===== src/rtl/smart_home_ctrl_p.sv =====
// Home-monitor controller: synchronised and debounced door/window/fire sensors feed a priority
// status FSM; a hysteresis climate loop with minimum-run protection drives heater and cooler.
module smart_home_ctrl_p #(
  parameter int TEMP_W     = 7,
  parameter int HEAT_ON    = 15,
  parameter int HEAT_OFF   = 20,
  parameter int COOL_OFF   = 25,
  parameter int COOL_ON    = 30,
  parameter int DEB_CYC    = 4,
  parameter int MIN_RUN    = 8,
  parameter int FIRE_FIRST = 0
) (
  input  logic              clk,
  input  logic              Rst,
  input  logic              SFD,
  input  logic              SRD,
  input  logic              SW,
  input  logic              SFA,
  input  logic              alarm_ack,
  input  logic [TEMP_W-1:0] ST,
  output logic              fdoor,
  output logic              rdoor,
  output logic              winbuzz,
  output logic              alarmbuzz,
  output logic              heater,
  output logic              cooler,
  output logic [2:0]        display
);

  localparam int DEB_W = (DEB_CYC > 1) ? $clog2(DEB_CYC) : 1;
  localparam int RUN_W = (MIN_RUN > 1) ? $clog2(MIN_RUN) : 1;
  localparam logic [DEB_W-1:0]  DEB_MAX    = DEB_W'(DEB_CYC - 1);
  localparam logic [RUN_W-1:0]  RUN_MAX    = RUN_W'(MIN_RUN - 1);
  localparam logic [TEMP_W-1:0] HEAT_ON_T  = TEMP_W'(HEAT_ON);
  localparam logic [TEMP_W-1:0] HEAT_OFF_T = TEMP_W'(HEAT_OFF);
  localparam logic [TEMP_W-1:0] COOL_OFF_T = TEMP_W'(COOL_OFF);
  localparam logic [TEMP_W-1:0] COOL_ON_T  = TEMP_W'(COOL_ON);

  typedef enum logic [2:0] {
    IDLE    = 3'b000,
    FDOOR   = 3'b001,
    RDOOR   = 3'b010,
    ALARM   = 3'b011,
    WIN     = 3'b100,
    CLIMATE = 3'b101
  } state_t;

  // Bit order of the sensor vectors: 0=SFD, 1=SRD, 2=SW, 3=SFA
  logic [3:0] raw_sens;
  logic [3:0] deb_sens;

  assign raw_sens = {SFA, SW, SRD, SFD};

  generate
    for (genvar gi = 0; gi < 4; gi++) begin : g_sensor
      logic             sync1_reg;
      logic             sync2_reg;
      logic             deb_reg;
      logic [DEB_W-1:0] cnt_reg;

      always_ff @(posedge clk or negedge Rst) begin
        if (!Rst) begin
          sync1_reg <= 1'b0;
          sync2_reg <= 1'b0;
          deb_reg   <= 1'b0;
          cnt_reg   <= '0;
        end else begin
          sync1_reg <= raw_sens[gi];
          sync2_reg <= sync1_reg;
          // Any cycle that agrees with the debounced value restarts the count
          if (sync2_reg != deb_reg) begin
            if (cnt_reg == DEB_MAX) begin
              deb_reg <= sync2_reg;
              cnt_reg <= '0;
            end else begin
              cnt_reg <= cnt_reg + DEB_W'(1);
            end
          end else begin
            cnt_reg <= '0;
          end
        end
      end

      assign deb_sens[gi] = deb_reg;
    end
  endgenerate

  logic sfd_d, srd_d, sw_d, sfa_d;
  assign sfd_d = deb_sens[0];
  assign srd_d = deb_sens[1];
  assign sw_d  = deb_sens[2];
  assign sfa_d = deb_sens[3];

  state_t           state_reg, state_next, norm_state;
  logic             heater_reg, heater_next;
  logic             cooler_reg, cooler_next;
  logic [RUN_W-1:0] run_cnt_reg, run_cnt_next;

  always_comb begin
    norm_state = IDLE;
    if ((FIRE_FIRST != 0) && sfa_d) norm_state = ALARM;
    else if (sfd_d)                 norm_state = FDOOR;
    else if (srd_d)                 norm_state = RDOOR;
    else if (sw_d)                  norm_state = WIN;
    else if (sfa_d)                 norm_state = ALARM;
    else if (heater_reg || cooler_reg) norm_state = CLIMATE;
  end

  always_comb begin
    state_next = norm_state;
    case (state_reg)
      ALARM: begin
        // Latched until acknowledged with the fire sensor already quiet
        if (!(alarm_ack && !sfa_d)) state_next = ALARM;
      end
      IDLE, FDOOR, RDOOR, WIN, CLIMATE: ;
      default: state_next = IDLE;
    endcase
  end

  always_comb begin
    heater_next  = heater_reg;
    cooler_next  = cooler_reg;
    run_cnt_next = run_cnt_reg;
    if (state_reg == ALARM) begin
      heater_next  = 1'b0;
      cooler_next  = 1'b0;
      run_cnt_next = '0;
    end else if (heater_reg) begin
      if ((ST >= HEAT_OFF_T) && (run_cnt_reg >= RUN_MAX)) heater_next = 1'b0;
      else if (run_cnt_reg != RUN_MAX) run_cnt_next = run_cnt_reg + RUN_W'(1);
    end else if (cooler_reg) begin
      if ((ST <= COOL_OFF_T) && (run_cnt_reg >= RUN_MAX)) cooler_next = 1'b0;
      else if (run_cnt_reg != RUN_MAX) run_cnt_next = run_cnt_reg + RUN_W'(1);
    end else if (ST < HEAT_ON_T) begin
      heater_next  = 1'b1;
      run_cnt_next = '0;
    end else if (ST > COOL_ON_T) begin
      cooler_next  = 1'b1;
      run_cnt_next = '0;
    end
  end

  always_ff @(posedge clk or negedge Rst) begin
    if (!Rst) begin
      state_reg   <= IDLE;
      heater_reg  <= 1'b0;
      cooler_reg  <= 1'b0;
      run_cnt_reg <= '0;
    end else begin
      state_reg   <= state_next;
      heater_reg  <= heater_next;
      cooler_reg  <= cooler_next;
      run_cnt_reg <= run_cnt_next;
    end
  end

  assign fdoor     = (state_reg == FDOOR);
  assign rdoor     = (state_reg == RDOOR);
  assign winbuzz   = (state_reg == WIN);
  assign alarmbuzz = (state_reg == ALARM);
  assign heater    = heater_reg;
  assign cooler    = cooler_reg;
  assign display   = state_reg;

endmodule

===== config.mk =====
export PLATFORM = sky130hd
export DESIGN_NAME = smart_home_ctrl_p
export DESIGN_NICKNAME = d
export VERILOG_FILES = /design/src/rtl/smart_home_ctrl_p.sv
export SDC_FILE = /design/constraint.sdc
export NUM_CORES = 1
export LEC_CHECK = 0
export CORE_UTILIZATION = 50
export DETAILED_ROUTE_END_ITERATION = 12
export GPL_TIMING_DRIVEN = 1
export HOLD_SLACK_MARGIN = 0.03
export PLACE_DENSITY_LB_ADDON = 0.08
export SLEW_MARGIN = 20
export SYNTH_ARGS = -nofsm -noshare
export SYNTH_HDL_FRONTEND = slang
export SYNTH_SLANG_ARGS = --single-unit
export TNS_END_PERCENT = 100

===== constraint.sdc =====
create_clock -name clk -period 2.15 [get_ports clk]
set_input_delay 0.215 -clock clk [delete_from_list [all_inputs] [get_ports clk]]
set_output_delay 0.215 -clock clk [all_outputs]
set_load 0.1 [all_outputs]

==> flow_summary_export.csv <==
group,metric,value,unit
status,outcome,"complete, no violations",
setup_path,crit_path_start_kind,"flip-flop",
grt,grtUsageTotal,20.52,%
placement,portBuffers,22,
clocking,tritoncts.num_buffers,3,
setup_path,crit_path_max_fanout,4,
detailed_routing,ant_nets,0,
clocking,cts_resized,0,
grt,antenna_found_initial,0,
synth,synthesis.nets,125,
detailed_routing,wl,2205,µm
floorplan,ios,23,
clocking,tritoncts,"yes",
synth,netlist_area,0.001255,mm²
sta,worstMarginPinSlew,0.3330,ns
synth,synth_top_family_by_area,"compound AO/OA/AOI/OAI gates",
placement,place_area,0.001550,mm²
synth,ys_types,34,
detailed_routing,top_layer,"met4",
sta,rsz0062_at_grt,"no",
power,powerDensity,1590,mW/mm²
clocking,clock-sinks,28,
sta,slew_headroom,77.80,%
power,combinationalPowerShare,50.6,%
layout,fillerInstances,169,
layout,final_common_cell,"dfrtp_1",
clocking,insertion_delay,0.33,ns
setup_path,path_cells,"ha_1 > a21o_2 > a31oi_1 > a2111oi_4 > o21a_1 > o22a_1",
synth,yosys.area_share.xor_xnor,3.490,%
placement,dp_hpwl,1692,µm
synth,synth_fa_ha_area_share,4.985,%
detailed_routing,wl_met3,124,µm
clocking,root_buffer,"clkbuf_4",
setup_path,cp_data_arrival_time,1.99,ns
grt,overflow,0,
power,seqPwrFrac,36.2,%
sta,post-route-period-util,81.57,%
clocking,cts_setup_buffers,0,
setup_path,worst_path_largest_cell_delay,0.43,ns
detailed_routing,drt_iter0_markers,9,
synth,ys_seq_elements,28,
power,switching_share,47.64,%
setup_path,critical_path_class,"reg -> reg",
layout,final_cell_area,0.001603,mm²
setup_path,path_buf_inv,0,
floorplan,coreArea,0.002297,mm²
layout,num_antenna_cells,0,
worst_hold_path,hold_class,"in -> async",
synth,syn_area_per_cell,11.84,µm²
sta,finClkSkew,0.001810,ns
placement,routabilityCongestion,0.8017,
sta,slew_viol_final,0,
floorplan,dieArea,0.002714,mm²
synth,synth_edf_count,0,
layout,drive_above_1_share,21.97,%
layout,layout_common_cells,"dfrtp_1, clkdlybuf4s50_1, buf_4",
sta,final.min_clock_period,1.754,ns
floorplan,fp.dieW,52.10,µm
layout,syn_to_final_growth,27.72,%
detailed_routing,drc_errors,0,
power,switchingPower,1.214,mW
synth,ys_seq_area_share,55.83,%
setup_path,r2r_slack,0.40,ns
synth,synthMuxAreaShare,3.490,%
sta,hold_viol_final,0,
synth,synth_compound_area_share,16.45,%
synth,ys_async_sr_fraction,100.0,%
power,power.internal,1.335,mW
setup_path,required,2.39,ns
floorplan,initial_utilization,54.63,%
clocking,clk_pin_slew_worst_paths,0.14,ns
power,totalPowerFinal,2.549,mW
floorplan,die_y,52.10,µm
detailed_routing,vias,911,
detailed_routing,wl_met1,975,µm
sta,finalSetupViolations,0,
detailed_routing,first_pass_iters,4,
clocking,cts_hold_buf,0,
synth,synth_flop_cell,"dfrtp_1",
power,p_clk_share,13.2,%
sta,holdWs,0.2344,ns
detailed_routing,wl_per_cell,13.78,µm
layout,largest_reg_flops,8,
power,vdd_drop_max,1547,µV
detailed_routing,routed-wl-met2,1042,µm
clocking,clockBufferDepth,2,
synth,synth_warnings,0,
sta,finalSetupTns,0,ns
grt,grt_first_pass_wirelength,3884,µm
clocking,htree_num_levels,1,
layout,fin_nets,152,
power,p_leak,0.6868,nW
synth,synth_simple_gate_area_share,13.96,%
setup_path,end_kind,"flip-flop",
sta,max_freq,570.2,MHz
flow_run,maxCapViolCount,0,
synth,syn_inst,106,
setup_path,slowest_stage,"dfrtp_1",
setup_path,cp_top_family,"compound AO/OA/AOI/OAI gates",
detailed_routing,viasPerCell,5.694,
floorplan,rows,17,
grt,grt_pass1_vias,916,
grt,grt_start_max_net_pins,29,
[per-layer routing]
metal / up-vias / global-route usage (%)
li1: 443 / -
met1: 436 / 25.63
met2: 27 / 32.05
met3: 5 / 3.801
met4: 0 / 13.96
met5: - / 0
[stage by stage]
step	std cells	util (%)	worst slack, ns
finish	160	69.77	0.3962
global route	160	69.77	0.2881
CTS	160	69.77	0.3729
detailed placement	156	67.48	0.1874
global placement	156	67.48	0.2795
floorplan	106	-	0.01883
[cell families after synthesis]
kind of cell | count (synthesis)
AO/OA/AOI/OAI | 27
XOR/XNOR | 5
adder cells (fa/ha/maj) | 5
buffers and inverters | 6
flip-flops | 28
multiplexers | 4
AND/OR/NAND/NOR | 31
[power groups by stage]
stage	Sequential, mW	Clock, mW	Combinational, mW
floorplan	1.18	0	0.741
global placement	0.912	0	1.27
detailed placement	0.935	0	1.30
CTS	0.923	0.350	1.30
global route	0.950	0.365	1.40
finish	0.922	0.338	1.29
[synthesized netlist by cell type, types with 2 or more instances]
| master | instances | area (µm²) |
|---|---|---|
| a211oi_1 | 2 | 15.01 |
| a21oi_1 | 5 | 25.02 |
| dfrtp_1 | 28 | 700.7 |
| ha_1 | 5 | 62.56 |
| inv_1 | 5 | 18.77 |
| mux2_2 | 3 | 33.78 |
| nand2_1 | 5 | 18.77 |
| nand3_1 | 3 | 15.01 |
| nand3b_1 | 2 | 15.01 |
| nor2_1 | 5 | 18.77 |
| nor2b_1 | 5 | 31.28 |
| nor3_1 | 4 | 20.02 |
| nor3b_1 | 3 | 22.52 |
| o211ai_1 | 2 | 15.01 |
| o21ai_0 | 6 | 30.03 |
| xnor2_1 | 5 | 43.79 |
[worst register-to-register path: cells and delay by family, from the launching register on]
family,cells,cell delay (ns)
adders and majority gates,1,0.25
AOI/OAI and AO/OA,5,0.98
DFF,1,0.43
[worst paths after layout]
kind	startpoint	endpoint	cells after the start
worst min register to register	g_sensor[1].sync1_reg	g_sensor[1].sync2_reg	0
max in group asynchronous	Rst	display[2]	2
worst max-delay path	run_cnt_reg[0]	run_cnt_reg[2]	6
min in group clk	SRD	g_sensor[1].sync1_reg	1
worst min-delay path	Rst	g_sensor[0].cnt_reg[0]	2
worst max register to register	run_cnt_reg[0]	run_cnt_reg[2]	6
[layout make-up]
class	instances	area (µm²)	share of cell area (%)
clock buffer	3	22.52	1.405
tap	28	35.03	2.186
sequential	28	709.4	44.26
inverter	5	22.52	1.405
clock inverter	1	30.03	1.874
timing repair buffer	23	217.7	13.58
multi-input combinational	72	565.5	35.28
Note: power is estimated with default switching activity, not from simulation.
==> edit 1: new RTL, config.mk and constraints unchanged <==
Set the parameter `FIRE_FIRST` to 1 (it was 0).
--- a/src/rtl/smart_home_ctrl_p.sv
+++ b/src/rtl/smart_home_ctrl_p.sv
@@ -9,5 +9,5 @@
   parameter int DEB_CYC    = 4,
   parameter int MIN_RUN    = 8,
-  parameter int FIRE_FIRST = 0
+  parameter int FIRE_FIRST = 1
 ) (
   input  logic              clk,
Formal check against the unedited RTL: not equivalent (a bounded check fails within 10 cycles, from zero or initial values and one cycle with Rst low).
==> edit 1 against the original RTL <==
- worst setup slack gained 0.11 ns
- clock skew is essentially flat
- total power shrank 5.4%
- synthesized area grew 1.0%
- sequential cell count is the same
- wire length grew 5.1%
- design area shrank 0.70%
- register-to-register slack gained 0.28 ns
- largest cell class unchanged
- largest power group unchanged
==> edit 1: results (changes against the original RTL) <==
| Metric | Value |
|---|---|
| Outcome | completed |
| CTS resizes | 0 (unchanged) |
| Arrival time worst endpoint | 1.43 ns (-0.56 ns) |
| Switching pwr | 1.19 mW (-2.4%) |
| Yosys top cell area share | 55.3% (-0.55 points) |
| GP Congestion | 0.754 (-6.0%) |
| Synth top cells by count | dfrtp_1 (28), nor3_1 (7), a21oi_1 (6), nor2b_1 (6) |
| Critical R2R Launch | run_cnt_reg[1]$_DFFE_PN0P_ |
| Static Leak | 0.697 nW (+1.4%) |
| Total iterations of the first detailed-routing run | 4 (unchanged) |
| Slew headroom | 72.5% (-5.3 points) |
| Ranking of synthesized cells by area | dfrtp_1 (55%), ha_1 (4.9%), mux2_2 (3.6%) |
| CP peak stage delay | 0.62 ns (+0.19 ns) |
| Setup Skew | 0.00133 ns (-0.000485 ns) |
| R2R setup slack | 0.68 ns (+0.28 ns) |
| Starting DRT DRC Count | 11 (+2) |
| Vias in the first global route | 924 (+0.87%) |
| Top-count cell post-synth | dfrtp_1 |
| IO Port Bufs | 22 (unchanged) |
| First-pass GRT wire length | 3.88 mm (unchanged) |
| Layout cells sized above 1 | 24.4% (+2.5 points) |
| Clk_lat worst skew | 0.30 ns (-0.03 ns) |
| Global Route Usage Sum | 19.1% (-1.4 points) |
| Worst VDD drop | 1110 uV (-28%) |
| Syn Nets | 124 (-0.80%) |
| Fill count | 178 (+5.3%) |
| Worst r2r path cells | 5 (-1) |
| FF-to-FF End | run_cnt_reg[1]$_DFFE_PN0P_ |
| Yosys cell types | 36 (+5.9%) |
| Final WL | 2.32 mm (+5.1%) |
| Ys async rst share | 100% (unchanged) |
| Family with the most delay on the worst path | flip-flops |
| CP max FO | 8 (+4) |
| Sequential area share after synthesis | 55.3% (-0.55 points) |
| Via count | 918 (+0.77%) |
| Post-DP HPWL | 1.82 mm (+7.8%) |
edit 1: cell types whose count changed after synthesis, moves of 2 or more:
cell,change
inv_1,-3
nor3_1,+3
o21ai_0,-3
a211oi_1,-2
a32oi_1,+2
nand3b_1,-2
edit 1: worst reg2reg max path: cells and delay by family, from the launching register on:
family | cells | cell delay (ns)
AOI/OAI and AO/OA | 3 | 0.58
adders and majority gates | 1 | 0.24
DFF | 1 | 0.44
and+or+nand+nor | 1 | 0.12
edit 1: worst max path at each step:
stage | cells after the start | startpoint | end | slack [ns]
floorplan | 1 | display[1]$_DFF_PN0_ | rdoor | -0.16
global placement | 5 | ST[2] | run_cnt_reg[2]$_DFFE_PN0P_ | 0.58
detailed placement | 5 | ST[4] | run_cnt_reg[1]$_DFFE_PN0P_ | 0.52
CTS | 2 | display[1]$_DFF_PN0_ | rdoor | 0.49
global route | 2 | display[1]$_DFF_PN0_ | rdoor | 0.45
finish | 2 | display[1]$_DFF_PN0_ | rdoor | 0.51
edit 1: metal layers:
| layer | track usage [%] | part of all wire (%) |
|---|---|---|
| met5 | 0 | 0 |
| met4 | 5.70 | 1.2 |
| met3 | 2.90 | 2.8 |
| met2 | 35.7 | 53 |
| met1 | 22.2 | 43 |
edit 1: cells by family (layout without fill, tap and decap cells):
group           after synthesis  count (layout)  synth area share, %
mux                           4               4                 3.55
flops                        28              28                 55.3
simple gates                 35              35                 17.4
compound gates               25              25                 13.9
fa+ha+maj                     5               5                 4.94
buf+inv                       3              29                0.888
xor+xnor                      5               5                 4.05
edit 1: area by class of cell:
| class | instances | area share [%] |
|---|---|---|
| clock buffer | 3 | 1.42 |
| sequential | 28 | 44.2 |
| multi-input combinational | 74 | 37.0 |
| inverter | 3 | 0.708 |
| timing repair buffer | 23 | 14.5 |
| tap | 28 | 2.20 |
edit 1: power by group through the flow:
stage	logic (mW)	registers (mW)	clock network, mW
CTS	1.33	0.900	0.209
floorplan	0.729	1.15	0
global placement	1.28	0.896	0
global route	1.41	0.924	0.230
detailed placement	1.32	0.914	0
finish	1.32	0.897	0.199
edit 1: stage by stage:
step / instance area (sq um) / instances / power, mW / hold slack (ns) / setup WS [ns]
2_1_floorplan: 1300 / 105 / 1.88 / -0.0806 / -0.163
3_3_place_gp: 1570 / 156 / 2.18 / 0.334 / 0.583
3_5_place_dp: 1570 / 156 / 2.23 / 0.343 / 0.515
4_1_cts: 1590 / 159 / 2.44 / 0.271 / 0.493
5_1_grt: 1590 / 159 / 2.57 / 0.300 / 0.447
6_report: 1590 / 159 / 2.41 / 0.271 / 0.508
==> edit 2: new RTL, same settings <==
Without the edit above. Register the input `SW` before use, with the module's reset. The logic sees it one clock later. The other inputs are not delayed to match.
--- a/src/rtl/smart_home_ctrl_p.sv
+++ b/src/rtl/smart_home_ctrl_p.sv
@@ -46,9 +46,19 @@
   } state_t;
 
+  logic SW_q;
+
+  always_ff @(posedge clk or negedge Rst) begin
+    if (!Rst) begin
+      SW_q <= '0;
+    end else begin
+      SW_q <= SW;
+    end
+  end
+
   // Bit order of the sensor vectors: 0=SFD, 1=SRD, 2=SW, 3=SFA
   logic [3:0] raw_sens;
   logic [3:0] deb_sens;
 
-  assign raw_sens = {SFA, SW, SRD, SFD};
+  assign raw_sens = {SFA, SW_q, SRD, SFD};
 
   generate
Function: changed (a bounded check fails within 10 cycles, from zero or initial values and one cycle with Rst low).
==> edit 2 against the original RTL <==
- synthesized cell count shrank 0.94%
- total power rose by 6.1%
- count of clock-buffer cells in the layout rose by 4
- critical path type is now reg -> out
- global-route usage is 0.57 points higher
- wire length is 4.8% higher
- first-iteration DRC count rose by 89%
- design area rose by 2.8%
- synthesized area up 2.3%
- worst setup slack worse by 0.016 ns
- sequential cell count increased by 1
- final cell count up 1.9%
- largest power group unchanged
==> edit 2: results (changes against the original RTL) <==
| Metric | Value |
|---|---|
| Arrival time worst endpoint | 1.55 ns (-0.44 ns) |
| Total CTS buffers | 5 (+2) |
| CP max FO | 8 (+4) |
| Vias in the first global route | 875 (-4.5%) |
| First-pass GRT wire length | 3.91 mm (+0.54%) |
| Layout cells sized above 1 | 22.2% (+0.25 points) |
| Setup Skew | 0.0111 ns (+0.00927 ns) |
| Vias/cell | 5.64 (-0.87%) |
| Clock slew at reported path FFs | 0.09 ns (-0.05 ns) |
| Final WL | 2.31 mm (+4.8%) |
| Slew headroom | 72.6% (-5.1 points) |
| Yosys cell types | 40 (+18%) |
| Final Net Count | 153 (+0.66%) |
| Static Leak | 0.731 nW (+6.5%) |
| Worst VDD drop | 1120 uV (-27%) |
| Synth top cells by count | dfrtp_1 (29), nor2_1 (8), ha_1 (5), nor2b_1 (5), nor3_1 (5) |
| Sequential area share after synthesis | 56.5% (+0.70 points) |
| Top-count cell post-synth | dfrtp_1 |
| Worst r2r path cells | 4 (-2) |
| Outcome | completed |
| Total iterations of the first detailed-routing run | 4 (unchanged) |
| Fill count | 168 (-0.59%) |
| Largest net degree at the start of global routing | 30 (+3.4%) |
| Syn Nets | 124 (-0.80%) |
| H-tree depth | 2 (+1) |
| GP Congestion | 0.773 (-3.5%) |
| Starting DRT DRC Count | 17 (+8) |
| Post-DP HPWL | 1.71 mm (+1.2%) |
| Longest Clk Path Bufs | 2 (unchanged) |
| Global Route Usage Sum | 21.1% (+0.57 points) |
| Ranking of synthesized cells by area | dfrtp_1 (57%), ha_1 (4.9%), xnor2_1 (2.7%) |
edit 2: critical path, cell delays in order, from the launching register on:
cell and delay [ns]:
dfrtp_2 0.49, and3b_1 0.50, buf_12 0.23
edit 2: final timing paths:
| path | from | endpoint | slack [ns] |
|---|---|---|---|
| worst max-delay path | display[2]$_DFF_PN0_ | alarmbuzz | 0.38 |
| worst min-delay path | Rst | heater$_DFF_PN0_ | 0.27 |
| worst max register to register | display[2]$_DFF_PN0_ | run_cnt_reg[1]$_DFFE_PN0P_ | 0.42 |
| worst min register to register | SW_q$_DFF_PN0_ | g_sensor[2].sync1_reg$_DFF_PN0_ | 0.34 |
| max in group asynchronous | Rst | display[2]$_DFF_PN0_ | 1.60 |
| min in group clk | SW | SW_q$_DFF_PN0_ | 0.33 |
edit 2: cell type report:
class / instances / share of cell area (%)
timing repair buffer: 23 / 13.2
inverter: 2 / 0.456
clock inverter: 1 / 1.82
tap: 28 / 2.13
multi-input combinational: 73 / 34.8
sequential: 29 / 44.3
clock buffer: 7 / 3.34
edit 2: through the flow:
stage	worst slack (ns)	instances	utilization (%)	total power, mW	instance area, sq um
floorplan	0.147	105	-	1.96	1320
global placement	0.391	155	67.4	2.21	1560
detailed placement	0.358	155	67.4	2.26	1560
CTS	0.365	163	71.1	2.73	1650
global route	0.302	163	71.1	2.88	1650
finish	0.380	163	71.1	2.71	1650
edit 2: kinds of logic (layout without fill, tap and decap cells):
family / Yosys count / count (layout) / share of synthesized area [%]
compound gates: 26 / 26 / 15.1
xor+xnor: 5 / 5 / 3.41
fa+ha+maj: 5 / 5 / 4.87
buf+inv: 3 / 33 / 1.46
flops: 29 / 29 / 56.5
mux: 3 / 3 / 2.63
simple gates: 34 / 34 / 16.0
edit 2: where the power goes:
part           total (mW)  leakage (nW)  switching [mW]  internal (mW)
clock network       0.460        0.0455           0.183          0.278
registers           0.955         0.351           0.229          0.726
logic                1.29         0.335           0.834          0.456
edit 2: per-layer routing:
layer / share of wire, % / GRT usage (%)
met4: 0.82 / 8.33
met5: 0 / 0
met1: 45 / 25.6
met3: 6.8 / 10.7
met2: 48 / 31.6
